### src/rtl/dadda_pkg.sv
// rtl/dadda_pkg.sv - shared types and widths for the dadda multiply-accumulate path
package dadda_pkg;

  typedef enum logic [1:0] {
    IDLE  = 2'd0,
    ACCUM = 2'd1,
    DONE  = 2'd2
  } state_t;

  localparam int DADDA_OPND_W = 8;
  localparam int DADDA_PROD_W = 2 * DADDA_OPND_W;
  localparam int DADDA_ACC_W  = 24;

endpackage

### src/rtl/dadda_mac_accumulator_if.sv
// rtl/dadda_mac_accumulator_if.sv - product stream in, result stream out
interface dadda_mac_accumulator_if
  import dadda_pkg::*;
#(
  parameter int PROD_W = DADDA_PROD_W,
  parameter int ACC_W  = DADDA_ACC_W
);
  logic              prod_valid_i;
  logic [PROD_W-1:0] prod_i;
  logic              prod_ready_o;
  logic              res_valid_o;
  logic              res_ready_i;
  logic [ACC_W-1:0]  res_o;

  modport master (
    output prod_valid_i, prod_i, res_ready_i,
    input  prod_ready_o, res_valid_o, res_o
  );

  modport slave (
    input  prod_valid_i, prod_i, res_ready_i,
    output prod_ready_o, res_valid_o, res_o
  );
endinterface

### src/rtl/sat_adder.sv
// rtl/sat_adder.sv - unsigned add with carry-out and optional clamp to all-ones
module sat_adder #(
  parameter int W        = 24,
  parameter bit SATURATE = 1'b1
) (
  input  logic [W-1:0] a,
  input  logic [W-1:0] b,
  output logic [W-1:0] sum,
  output logic         carry
);
  logic [W:0] full;

  assign full  = {1'b0, a} + {1'b0, b};
  assign carry = full[W];
  assign sum   = (carry && SATURATE) ? {W{1'b1}} : full[W-1:0];
endmodule

### src/rtl/dadda_mac_accumulator.sv
// rtl/dadda_mac_accumulator.sv - accumulates a programmed number of products
// into a wide sum and hands it off over a valid/ready handshake.
module dadda_mac_accumulator
  import dadda_pkg::*;
#(
  parameter int PROD_W   = DADDA_PROD_W,
  parameter int LEN_W    = 8,
  parameter int ACC_W    = DADDA_ACC_W,
  parameter bit SATURATE = 1'b1
) (
  input  logic             wb_clk_i,
  input  logic             wb_rst_i,
  input  logic             start_i,
  input  logic [LEN_W-1:0] len_i,
  input  logic             abort_i,
  dadda_mac_accumulator_if.slave bus,
  output logic             ovf_o,
  output logic             busy_o,
  output logic [LEN_W-1:0] cnt_o
);
  state_t           state;
  logic [ACC_W-1:0] acc;
  logic [ACC_W-1:0] res;
  logic [LEN_W-1:0] cnt;
  logic [LEN_W-1:0] target;
  logic [LEN_W-1:0] cnt_inc;
  logic             ovf;
  logic             busy;
  logic             res_valid;
  logic [ACC_W-1:0] sum;
  logic             carry;
  logic             take;
  logic             launch;

  sat_adder #(
    .W        (ACC_W),
    .SATURATE (SATURATE)
  ) u_add (
    .a     (acc),
    .b     ({{(ACC_W-PROD_W){1'b0}}, bus.prod_i}),
    .sum   (sum),
    .carry (carry)
  );

  assign cnt_inc = cnt + LEN_W'(1);
  assign take    = (state == ACCUM) && bus.prod_valid_i && !abort_i;
  // A new run may begin from IDLE or in the very cycle the result is taken.
  assign launch  = start_i && !abort_i &&
                   ((state == IDLE) || ((state == DONE) && bus.res_ready_i));

  always_ff @(posedge wb_clk_i or posedge wb_rst_i) begin
    if (wb_rst_i) begin
      state     <= IDLE;
      acc       <= '0;
      res       <= '0;
      cnt       <= '0;
      target    <= '0;
      ovf       <= 1'b0;
      busy      <= 1'b0;
      res_valid <= 1'b0;
    end else if (abort_i) begin
      state     <= IDLE;
      acc       <= '0;
      cnt       <= '0;
      busy      <= 1'b0;
      res_valid <= 1'b0;
    end else begin
      case (state)
        ACCUM: begin
          if (take) begin
            acc <= sum;
            cnt <= cnt_inc;
            if (carry) ovf <= 1'b1;
            if (cnt_inc == target) begin
              state     <= DONE;
              res       <= sum;
              res_valid <= 1'b1;
            end
          end
        end
        DONE: begin
          if (bus.res_ready_i) begin
            state     <= IDLE;
            res_valid <= 1'b0;
            busy      <= 1'b0;
          end
        end
        default: ;
      endcase

      // Placed last so a back-to-back start overrides the DONE->IDLE exit.
      if (launch) begin
        acc  <= '0;
        cnt  <= '0;
        ovf  <= 1'b0;
        busy <= 1'b1;
        if (len_i == '0) begin
          state     <= DONE;
          res       <= '0;
          res_valid <= 1'b1;
        end else begin
          state     <= ACCUM;
          target    <= len_i;
          res_valid <= 1'b0;
        end
      end
    end
  end

  assign bus.prod_ready_o = (state == ACCUM) && !abort_i;
  assign bus.res_valid_o  = res_valid;
  assign bus.res_o        = res;
  assign ovf_o            = ovf;
  assign busy_o           = busy;
  assign cnt_o            = cnt;
endmodule

### src/flat_wrapper.sv
// flat-port wrapper written by rule: the top's interface ports become plain ports
module dadda_mac_accumulator_flat import dadda_pkg::*;
#(
  parameter int PROD_W   = DADDA_PROD_W,
  parameter int LEN_W    = 8,
  parameter int ACC_W    = DADDA_ACC_W,
  parameter bit SATURATE = 1'b1
)
  (wb_clk_i, wb_rst_i, start_i, len_i, abort_i, ovf_o, busy_o, cnt_o, bus_prod_valid_i, bus_prod_i, bus_res_ready_i, bus_prod_ready_o, bus_res_valid_o, bus_res_o);
  dadda_mac_accumulator_if #(.PROD_W(PROD_W), .ACC_W(ACC_W)) bus_i ();
  input  logic wb_clk_i;
  input  logic wb_rst_i;
  input  logic start_i;
  input  logic [LEN_W-1:0] len_i;
  input  logic abort_i;
  output logic ovf_o;
  output logic busy_o;
  output logic [LEN_W-1:0] cnt_o;
  input wire logic [$bits(bus_i.prod_valid_i)-1:0] bus_prod_valid_i;
  input wire logic [$bits(bus_i.prod_i)-1:0] bus_prod_i;
  input wire logic [$bits(bus_i.res_ready_i)-1:0] bus_res_ready_i;
  output wire logic [$bits(bus_i.prod_ready_o)-1:0] bus_prod_ready_o;
  output wire logic [$bits(bus_i.res_valid_o)-1:0] bus_res_valid_o;
  output wire logic [$bits(bus_i.res_o)-1:0] bus_res_o;
  assign bus_i.prod_valid_i = bus_prod_valid_i;
  assign bus_i.prod_i = bus_prod_i;
  assign bus_i.res_ready_i = bus_res_ready_i;
  assign bus_prod_ready_o = bus_i.prod_ready_o;
  assign bus_res_valid_o = bus_i.res_valid_o;
  assign bus_res_o = bus_i.res_o;
  dadda_mac_accumulator #(.PROD_W(PROD_W), .LEN_W(LEN_W), .ACC_W(ACC_W), .SATURATE(SATURATE)) u_core (.wb_clk_i(wb_clk_i), .wb_rst_i(wb_rst_i), .start_i(start_i), .len_i(len_i), .abort_i(abort_i), .bus(bus_i), .ovf_o(ovf_o), .busy_o(busy_o), .cnt_o(cnt_o));
endmodule
### config.mk
export PLATFORM = sky130hd
export DESIGN_NAME = dadda_mac_accumulator_flat
export DESIGN_NICKNAME = d
export VERILOG_FILES = /design/src/rtl/dadda_pkg.sv /design/src/rtl/dadda_mac_accumulator_if.sv /design/src/rtl/sat_adder.sv /design/src/rtl/dadda_mac_accumulator.sv /design/src/flat_wrapper.sv
export SDC_FILE = /design/constraint.sdc
export NUM_CORES = 1
export LEC_CHECK = 0
export ABC_CLOCK_PERIOD_IN_PS = 5900
export CORE_UTILIZATION = 42
export CTS_CLUSTER_SIZE = 24
export DETAILED_ROUTE_END_ITERATION = 10
export HOLD_SLACK_MARGIN = 0.1
export PLACE_DENSITY = 0.65
export SYNTH_ARGS = -nofsm -noshare
export SYNTH_HDL_FRONTEND = slang
export SYNTH_HIERARCHICAL = 1
export SYNTH_SLANG_ARGS = --single-unit
### constraint.sdc
create_clock -name wb_clk_i -period 5.9 [get_ports wb_clk_i]
set_input_delay 1.18 -clock wb_clk_i [delete_from_list [all_inputs] [get_ports wb_clk_i]]
set_output_delay 1.18 -clock wb_clk_i [all_outputs]
set_load 0.03 [all_outputs]
# == After elaboration in Yosys (flattened, before gate mapping) ==
# Index checks and enable logic that the tools add are counted.
# op_classes
addsub,2
eq_ne,6
mux,35
n_bitwise,2
reduce_logical,23
# op_table
operator,count
two-way mux 24 bit,10
two-way mux 8 bit,4
adder 24 x 16 -> 25 bit,1
two-way mux 1 bit,13
two-way mux 2 bit,6
nonzero test 3 bit,4
adder 8 x 1 -> 8 bit (second input constant),1
equality test 8 bit,1
zero test 8 bit,1
inequality test 4 x 3 -> 1 bit (second input constant),2
AND reduction 4 bit,2
logical AND 1 bit,6
nonzero test 2 bit,3
inequality test 4 x 2 -> 1 bit (second input constant),1
one-hot mux 2 bit (2 select lines),1
AND reduction 2 bit,2
nonzero test 4 bit,1
AND reduction 3 bit,1
equality test 2 x 1 -> 1 bit (second input constant),1
equality test 2 bit (second input constant),1
zero test 2 bit,1
inverter 1 bit,2
one-hot mux 1 bit (2 select lines),1
zero test 1 bit,1
logical OR 1 bit,1
# word_totals
register_bits,69
in_bits,30
output_inout_bits,36

# == Longest topological paths before layout ==
# Gate-level depths: netlist of the first run.
# depth
ltp_word,7
mapped_depth,10

# == Modules after synthesis ==
# The synthesis of the first run kept the hierarchy.
# by_module_without_submodules
module,instances,cells_each,area_each_um2
dadda_mac_accumulator,1,250,3022.9
sat_adder,1,223,1594.0

# == Worst setup path before layout of the first run ==
# No wires, ideal clock.
# synth_timing
path_kind,input-to-reg
from,in bus_prod_i[0]
to,"reg u_core.res[15], in the netlist u_core/bus.res_o[15]"
setup_ns,0.122
arrival_ns,3.181
required_time_ns,5.778
slack_ns,2.597
path_stages,10
path_buffers,0
path_cell_list,ha_1 > fa_1 > a211oi_2 > o211ai_2 > a21oi_2 > o211a_4 > inv_4 > nor4_2 > nor2_1 > a32o_1
# synth_between
elab_chain_cells,7
# synth_rtl
item,line_no,source
start: declaration,flat_wrapper.sv:20,input wire logic [$bits(bus_i.prod_i)-1:0] bus_prod_i;
adder 24 x 16 -> 25 bit *,sat_adder.sv:13,"assign full = {1'b0, a} + {1'b0, b};"
named net u_core.carry,dadda_mac_accumulator.sv:31,logic carry;
two-way mux 24 bit *,sat_adder.sv:15,assign sum = (carry && SATURATE) ? {W{1'b1}} : full[W-1:0];
named net u_core.sum[15],dadda_mac_accumulator.sv:30,logic [ACC_W-1:0] sum;
two-way mux 24 bit *,dadda_mac_accumulator.sv:74,if (cnt_inc == target) begin
two-way mux 24 bit *,dadda_mac_accumulator.sv:70,if (take) begin
two-way mux 24 bit *,dadda_mac_accumulator.sv:68,case (state)
two-way mux 24 bit,dadda_mac_accumulator.sv:97,if (len_i == '0) begin
two-way mux 24 bit *,dadda_mac_accumulator.sv:92,if (launch) begin
end signal: assignment,dadda_mac_accumulator.sv:76,res <= sum;
end: declaration,dadda_mac_accumulator.sv:23,logic [ACC_W-1:0] res;
# The timed path passes the listed nets; every way through them passes the cells marked *.
# A chain may end at the register's enable or synchronous reset.

# == Worst setup path after layout of the first run ==
# layout_timing
from,in bus_prod_i[0]
to,"reg u_core.res[21], in the netlist u_core/bus.res_o[21]"
# Same word-level chain as after synthesis.

==> results.cfg, run 1 <==
[setup_path]
reg2reg_from = u_core/acc[0]
worstRegToRegCells = 10
slowest_stage = fa_1
worstPathMaxFanout = 25
cp-endpoint = u_core/bus.res_o[21]
crit_family = compound AO/OA/AOI/OAI gates
setup.worst_path.end_class = flop
path_cells = clkdlybuf4s50_1 -> ha_1 -> fa_1 -> a211oi_2 -> o211ai_2 -> a21oi_2 -> o211a_4 -> inv_4 -> nor4_2 -> nor2_1 -> a32o_1
worstPathRequired_ps = 6140
path_buf_inv = 2
cp-start-kind = primary input
arrival_ps = 4090
r2r-end = u_core/bus.res_o[21]
path_class = primary input to flop
crit_cells = 11
crit_start = bus_prod_i[0]
slowest_delay_ps = 440
reg2reg_slack_ps = 2850

[grt]
grt_pass1_wl_um = 19910
grt_max_degree = 46
grt_pass1_vias = 3996
antenna_found_initial = 0
overflow = 0
grt_usage = 0.2251

[clock_tree]
cts_buffers = 9
cts_hold_buffers = 0
clock_latency_ps = 360
clk_pin_slew_ps = 70
cts_tree = yes
htree_levels = 3
cts_resized = 0
ctsRootBufferMaster = clkbuf_8
clock_sinks = 68
post_cts_buffers = 0
clockBufferDepth = 2

[final_layout]
drive_gt1_frac = 0.08872
nets = 596
fin_cells = 677
n_antenna_cell = 0
synthToLayoutAreaGrowth_pct = 19.49

[floorplanning]
core.rowCount = 37
die_y_um = 106.8
die_w_um = 106.8
die-area_um2 = 11420
initial_core_util = 0.4393
io_pins = 66
fp.coreArea_um2 = 10510

[sta]
rsz0062_at_grt = no
fin_crit_ps = 3851
slew_violations = 0
timing.fmax_mhz = 259.7
setup_viol = 0
max_slew_margin = 0.3685
fin_worst_skew_ps = 14.40
worst_slew_pin_slew_ps = 947.3
fin_setup_tns_ps = 0
min_period_over_period = 0.6528
fin_hold_ws_ps = 502.5
worst_slack_ps = 2049
hold_viol = 0

[synth]
synthArstFlopShare = 1.000
netlist_area_um2 = 4617
yosysSeqAreaShare = 0.3686
synth-seq-cells = 68
synth-edff-count = 0
yosysWarnings = 6
avgSynthCellArea_um2 = 9.761
synthCells = 473
ys.flop_type = dfrtp_1
synth_cell_types = 72

[placed_design]
dp.cells = 661
place_congestion = 0.9067
dpl.hpwl_um = 8925
io_buffers = 65
pre_cts_ws_ps = 1737

[route]
via_per_inst = 5.895
ant_nets = 0
wirelength_um = 12070
drtIter0Drc = 268
vias = 3991
dr.pass1.iters = 5
avgRoutedWirePerCell_um = 17.82
drc_errors = 0

[job]
max-cap-violations = 0

[pwr]
p_leak_nw = 2.417
power.total_mw = 1.766
p_per_area_nw_per_um2 = 320.1
vdd.ir_drop.worst_mv = 0.1854

[hold_path]
hp-class = flop to flop

[outcome]
status = finished, final reports clean
[per-layer routing]
metal	global-route usage	wire length, um	vias up
met4	0.07632	206	0
met1	0.2937	5382	1968
li1	-	-	1887
met5	0	0	-
met2	0.3668	5810	118
met3	0.05167	667	18
[report_power, final]
group	leakage, nW	internal, mW	switching [mW]
sequential	0.931	0.553	0.0690
clock	0.102	0.238	0.192
combinational	1.38	0.290	0.424
total	2.42	1.08	0.685
[worst min path at each step]
| stage | startpoint | to | slack, ps | cells after the start |
|---|---|---|---|---|
| finish | u_core/ovf_o | u_core/ovf_o | 500 | 2 |
| global route | u_core/ovf_o | u_core/ovf_o | 520 | 2 |
| CTS | u_core/ovf_o | u_core/ovf_o | 510 | 2 |
| detailed placement | u_core/ovf_o | u_core/ovf_o | 480 | 2 |
| global placement | u_core/target[1] | u_core/target[1] | 500 | 2 |
| floorplan | u_core/target[1] | u_core/target[1] | 470 | 2 |
[cell usage in the layout (no fill, tap or decap), types with 4 or more instances in the layout]
master / count
a21o_1: 6
a21oi_1: 33
a22o_1: 25
a32o_1: 24
and2_1: 7
and3_1: 4
clkbuf_8: 9
clkdlybuf4s50_1: 65
conb_1: 8
dfrtp_1: 68
ha_1: 29
inv_1: 8
nand2_1: 60
nand2b_1: 5
nand3_1: 6
nand4_1: 6
nor2_1: 32
nor3_1: 9
o21a_1: 8
o21ai_0: 19
xnor2_1: 19
xor2_1: 8
[stage by stage]
step | cell area [um^2] | utilization
2_1_floorplan | 4643 | -
3_3_place_gp | 5300 | 0.5043
3_5_place_dp | 5300 | 0.5043
4_1_cts | 5517 | 0.5249
5_1_grt | 5517 | 0.5249
6_report | 5517 | 0.5249
[synthesized netlist by cell type, drive strengths merged (3+ instances only)]
library cell / n / area [um^2]
nand2: 62 / 237.7
nor3: 11 / 60.06
nor2: 33 / 126.4
a22o: 25 / 219.0
dfrtp: 68 / 1702
inv: 10 / 40.04
o211a: 4 / 47.55
xnor2: 19 / 166.4
o21a: 8 / 60.06
nor4: 5 / 58.80
a32o: 24 / 240.2
and3: 5 / 36.28
nand4: 6 / 37.54
a211oi: 5 / 47.54
nand3: 8 / 50.05
a21o: 6 / 45.04
o211ai: 4 / 35.03
o21ai: 23 / 126.4
xor2: 8 / 70.07
nand2b: 5 / 31.28
a211o: 3 / 27.53
buf: 16 / 158.9
clkbuf: 7 / 36.28
nor2b: 3 / 18.77
and2: 8 / 52.55
ha: 29 / 362.9
a21oi: 37 / 204.0
[cells by family (layout without fill, tap and decap cells)]
family,after synthesis,in the layout,synth area share
simple gates,154,154,0.1675
xor+xnor,27,27,0.05122
buf+inv,33,94,0.05095
compound gates,156,156,0.2688
flops,68,68,0.3686
other cells,1,8,0.0008122
mux,4,4,0.009214
fa+ha+maj,30,30,0.08293
[sequential cells by signal, indices dropped and copies added (netlist names)]
name,count
u_core/acc,24
u_core/bus.res_o,24
u_core/bus.res_valid_o,1
u_core/busy_o,1
u_core/cnt_o,8
u_core/ovf_o,1
u_core/state,1
u_core/target,8
[worst register-to-register path: stages (launching register included)]
cell      delay, ps
dfrtp_1         410
ha_1            240
fa_1            440
a211oi_2        320
o211ai_2        160
a21oi_2         290
o211a_4         390
inv_4            80
nor4_2          280
nor2_1          100
a32o_1          220
[final cells by class]
type / instances / area (um^2)
clock buffer: 10 / 127.6
clock inverter: 6 / 88.84
fill: 966 / 4992
inverter: 10 / 40.04
multi-input combinational: 379 / 2715
sequential: 68 / 1702
tap: 136 / 170.2
timing repair buffer: 68 / 673.1
(Power assumes the default switching activity.)
==> inputs of run 2 (changes only) <==
ABC_CLOCK_PERIOD_IN_PS = 3100   (was 5900)
PLACE_DENSITY = 0.68   (was 0.65)
clock period = 3.1 ns   (was 5.9 ns; I/O delays follow)
==> run 2 against run 1 <==
- clock power grew 77%
- sequential share of layout area shrank 1.4 points
- power grew 90%
- critical endpoint is now u_core/bus.res_o[15]
- largest power group unchanged
- non-clock buffer count grew 35
==> results.cfg, run 2 (synthesis gave the netlist of run 1 again) <==
[outcome]
status = finished, final reports clean

[setup_path]
worstRegToRegCells = 7
reg2reg_from = u_core/cnt_o[0]
crit_start = bus_prod_i[0]
cp-start-kind = primary input
worstPathRequired_ps = 3330
setup.worst_path.end_class = flop
cp-endpoint = u_core/bus.res_o[15]
worstPathMaxFanout = 7
path_class = primary input to flop
reg2reg_slack_ps = 290
arrival_ps = 3160
r2r-end = u_core/bus.res_o[18]

[placed_design]
io_buffers = 65
pre_cts_ws_ps = -160.7
place_congestion = 0.8776
dpl.hpwl_um = 9175
placed_area_um2 = 5575

[pwr]
p_per_area_nw_per_um2 = 581.3
p_int_mw = 2.074
seq_power_share = 0.351
vdd.ir_drop.worst_mv = 0.2751
switching_share = 0.3833
p_clk_frac = 0.226
power.total_mw = 3.363
power_frac_comb = 0.423
switchingPower_mw = 1.289
p_leak_nw = 2.591

[final_layout]
final_area_um2 = 5786
n_antenna_cell = 0
mostFrequentLayoutCells = dfrtp_1 (68), clkdlybuf4s50_1 (65), nand2_1 (60)
fin_util = 0.5505
synthToLayoutAreaGrowth_pct = 25.31
drive_gt1_frac = 0.1458
fillers = 945
mostFrequentLayoutCell = dfrtp_1
nets = 631

[sta]
max_slew_margin = 0.3604
worst_slew_pin_slew_ps = 959.4
fin_crit_ps = 2931
slew_violations = 0
fin_worst_skew_ps = 11.09
min_period_over_period = 0.9456
hold_viol = 0
worst_slack_ps = 168.6
rsz0062_at_grt = no
timing.fmax_mhz = 341.1
setup_viol = 0

[hold_path]
hold_start = u_core/target[1]
hp-class = flop to flop

[floorplanning]
initial_core_util = 0.4393
io_pins = 66
core.rowCount = 37
die_y_um = 106.8
die-area_um2 = 11420
fp.coreArea_um2 = 10510
die_w_um = 106.8

[clock_tree]
htree_levels = 3
ctsRootBufferMaster = clkbuf_8
cts_tree = yes
clock_sinks = 68
clk_pin_slew_ps = 70
cts_buffers = 9
clock_latency_ps = 340
clockBufferDepth = 2

[grt]
overflow = 0
antenna_found_initial = 0
grt_pass1_wl_um = 19660
grt_pass1_vias = 3910
grt_usage = 0.2212
grt_max_degree = 41

[job]
max-cap-violations = 0

[route]
vias = 4099
dr.pass1.iters = 5
drc_errors = 0
drtIter0Drc = 190
ant_nets = 0
avgRoutedWirePerCell_um = 17.12
wirelength_um = 12190
via_per_inst = 5.757
[run 2: changes by cell type in the layout (fill, tap and decap cells not counted)]
cell and delta:
bufinv_16 -1, clkbuf_1 -1, buf_4 +34, o21ai_1 +2, inv_6 +1, buf_12 +1
clkbuf_8 +2, o21ai_0 -2, clkinv_4 -1
[run 2: worst max-delay path: stages]
cell             delay (ps)
clkdlybuf4s50_1         410
ha_1                    220
fa_1                    420
a211oi_2                280
o211ai_2                160
a21oi_2                 220
o211a_4                 230
inv_4                    50
nor4_2                  250
nor2_1                   80
a32o_1                  220
[run 2: worst min-delay path by stage]
stage	slack [ps]	end	cells after the start
after floorplan	470	u_core/target[1]	2
after global placement	480	u_core/target[1]	2
after detailed placement	490	u_core/target[0]	2
after CTS	510	u_core/target[0]	2
after global routing	530	u_core/target[1]	2
final	500	u_core/target[1]	2
[run 2: power by group through the flow]
stage	combinational, mW	clock [mW]	sequential (mW)
4_1_cts	1.42	0.786	1.18
5_1_grt	1.54	0.826	1.20
6_report	1.42	0.761	1.18
3_3_place_gp	1.38	0	1.20
2_1_floorplan	0.798	0	1.32
3_5_place_dp	1.41	0	1.20
[run 2: timing repair]
item                                    in CTS  in global routing
hold buffers                                 0                  0
resized for setup                            0                  2
endpoints found under the setup margin       0                  4
setup buffers                                0                  0
[run 2: cell type report]
| cell class | instances | area [um^2] | area share |
|---|---|---|---|
| Inverter | 10 | 40.04 | 0.006920 |
| Clock buffer | 11 | 151.4 | 0.02617 |
| Multi-Input combinational cell | 379 | 2715 | 0.4693 |
| Sequential cell | 68 | 1702 | 0.2941 |
| Timing Repair Buffer | 103 | 948.4 | 0.1639 |
| Clock inverter | 5 | 58.81 | 0.01016 |
| Tap cell | 136 | 170.2 | 0.02941 |
[run 2: metrics by stage]
stage / TNS, ps / hold slack (ps) / std cells
2_1_floorplan: 0 / 465.2 / 480
3_3_place_gp: -1406 / 483.4 / 696
3_5_place_dp: -3598 / 492.3 / 696
4_1_cts: 0 / 511.8 / 712
5_1_grt: 0 / 529.0 / 712
6_report: 0 / 504.6 / 712
[run 2: per-layer routing]
metal | routed length (um) | vias to the layer above | GRT usage
li1 | - | 1956 | -
met1 | 5546 | 2000 | 0.3083
met2 | 5831 | 131 | 0.3530
met3 | 663 | 12 | 0.03587
met4 | 150 | 0 | 0.06458
met5 | 0 | - | 0
==> inputs of run 3 (changes only) <==
RECOVER_POWER = 100   (was default)
==> run 3 against run 2 <==
- worst hold slack is essentially flat
- die area unchanged
- fmax increased by 0.14%
- final cell count did not move
- global-route usage did not move
- combinational power down 4%
- sequential share of layout area is 0.24 points higher
- final area down 0.80%
- via count shrank 0.71%
- power decreased by 2.1%
- critical path type unchanged
- largest cell class unchanged
==> results.cfg, run 3 (synthesis gave the netlist of run 1 again) <==
[grt]
grt-busiest-layer = met2
antenna_found_initial = 0
use_met2 = 0.3530
grt_max_degree = 41
grt_usage = 0.2212
grt_pass1_vias = 3910
grt_pass1_wl_um = 19660
met3_usage = 0.03587
grt_use_met1 = 0.3083
overflow = 0

[floorplanning]
io_pins = 66
core.rowCount = 37
initial_core_util = 0.4393
fp.coreArea_um2 = 10510
die_w_um = 106.8
die-area_um2 = 11420
die_y_um = 106.8

[route]
dr.pass1.iters = 5
avgRoutedWirePerCell_um = 17.05
wirelength_um = 12140
ant_nets = 0
vias = 4070
drc_errors = 0
via_per_inst = 5.716
drtIter0Drc = 230

[placed_design]
io_buffers = 65
dp.cells = 696
pre_cts_ws_ps = -160.7
place_congestion = 0.8776
dpl.hpwl_um = 9175

[sta]
setup_viol = 0
max_slew_margin = 0.2583
fin_setup_tns_ps = 0
fin_worst_skew_ps = 11.90
worst_slack_ps = 172.7
timing.fmax_mhz = 341.6
rsz0062_at_grt = no
worst_slew_pin_slew_ps = 1111
fin_crit_ps = 2927
slew_violations = 0
hold_viol = 0
min_period_over_period = 0.9443

[clock_tree]
cts_tree = yes
htree_levels = 3
post_cts_buffers = 0
cts_buffers = 9
clk_pin_slew_ps = 70
cts_hold_buffers = 0
clockBufferDepth = 2
clock_latency_ps = 340
clock_sinks = 68
ctsRootBufferMaster = clkbuf_8

[setup_path]
reg2reg_from = u_core/cnt_o[0]
crit_start = bus_prod_i[0]
slowest_stage = fa_1
worstPathMaxFanout = 7
worstPathRequired_ps = 3330
path_cells = clkdlybuf4s50_1 -> ha_1 -> fa_1 -> a211oi_2 -> o211ai_2 -> a21oi_2 -> o211a_4 -> inv_4 -> nor4_2 -> nor2_1 -> a32o_1
path_class = primary input to flop
slowest_delay_ps = 420
setup.worst_path.end_class = flop
arrival_ps = 3160
cp-start-kind = primary input

[pwr]
p_per_area_nw_per_um2 = 573.9
vdd.ir_drop.worst_mv = 0.2738
p_leak_nw = 2.695

[final_layout]
nets = 631
mostFrequentLayoutCells = dfrtp_1 (68), nand2_1 (60), dlygate4sd3_1 (37)
fin_cells = 712
synthToLayoutAreaGrowth_pct = 24.31
drive_gt1_frac = 0.1354
n_antenna_cell = 0
mostFrequentLayoutCell = dfrtp_1
fillers = 953

[hold_path]
hp-class = flop to flop
hold_start = u_core/target[1]

[job]
max-cap-violations = 0

[outcome]
status = finished, final reports clean
==> run 3: cell types whose count changed in the layout (fill, tap and decap cells not counted), sizes merged <==
cell | before | now
buf | 38 | 32
clkbuf | 11 | 17
clkdlybuf4s50 | 65 | 28
dlygate4sd3 | 0 | 37
==> run 3: final cells by class <==
class / count / area, um^2 / share of cell area
Clock buffer: 11 / 151.4 / 0.02638
Multi-Input combinational cell: 379 / 2696 / 0.4698
Clock inverter: 5 / 58.81 / 0.01025
Sequential cell: 68 / 1702 / 0.2965
Timing Repair Buffer: 103 / 920.9 / 0.1605
Tap cell: 136 / 170.2 / 0.02965
Inverter: 10 / 40.04 / 0.006976
==> run 3: per-stage QoR <==
stage | power, mW | instance area, um^2 | utilization | hold slack, ps
floorplan | 2.118 | 4643 | - | 465.2
global placement | 2.579 | 5575 | 0.5305 | 483.4
detailed placement | 2.607 | 5575 | 0.5305 | 492.3
CTS | 3.385 | 5786 | 0.5505 | 511.8
global route | 3.494 | 5739 | 0.5461 | 529.0
finish | 3.294 | 5739 | 0.5461 | 504.5
==> run 3: where the power goes <==
| group | internal [mW] | switching (mW) |
|---|---|---|
| clock | 0.417 | 0.343 |
| combinational | 0.554 | 0.802 |
| sequential | 1.05 | 0.126 |
| total | 2.02 | 1.27 |
==> run 3: critical path: cells and delay by family <==
kind            cells  cell delay [ps]
buf+inv             2              460
simple gates        2              330
compound gates      5             1110
fa+ha+maj           2              640
==> run 3: per-layer routing <==
metal  part of all wire  routed length [um]  up-vias
li1                   -                   -     1957
met2               0.47                5767      124
met5                  0                   0        -
met1               0.46                5533     1977
met3              0.057                 688       12
met4              0.013                 154        0
==> run 3: final timing paths <==
check                                       endpoint  slack, ps  depth (start not counted)
min in group asynchronous        u_core/bus.res_o[3]        990                          2
worst min-delay path                u_core/target[1]        500                          2
worst min register to register      u_core/target[1]        500                          2
max in group asynchronous       u_core/bus.res_o[14]        540                          3
worst max-delay path            u_core/bus.res_o[15]        170                         11
worst max register to register   u_core/bus.res_o[6]        320                          7
==> run 3: what timing repair did <==
action,in CTS,in global routing
endpoints found under the setup margin,0,4
hold endpoints to repair,0,0
gates resized for setup,0,2
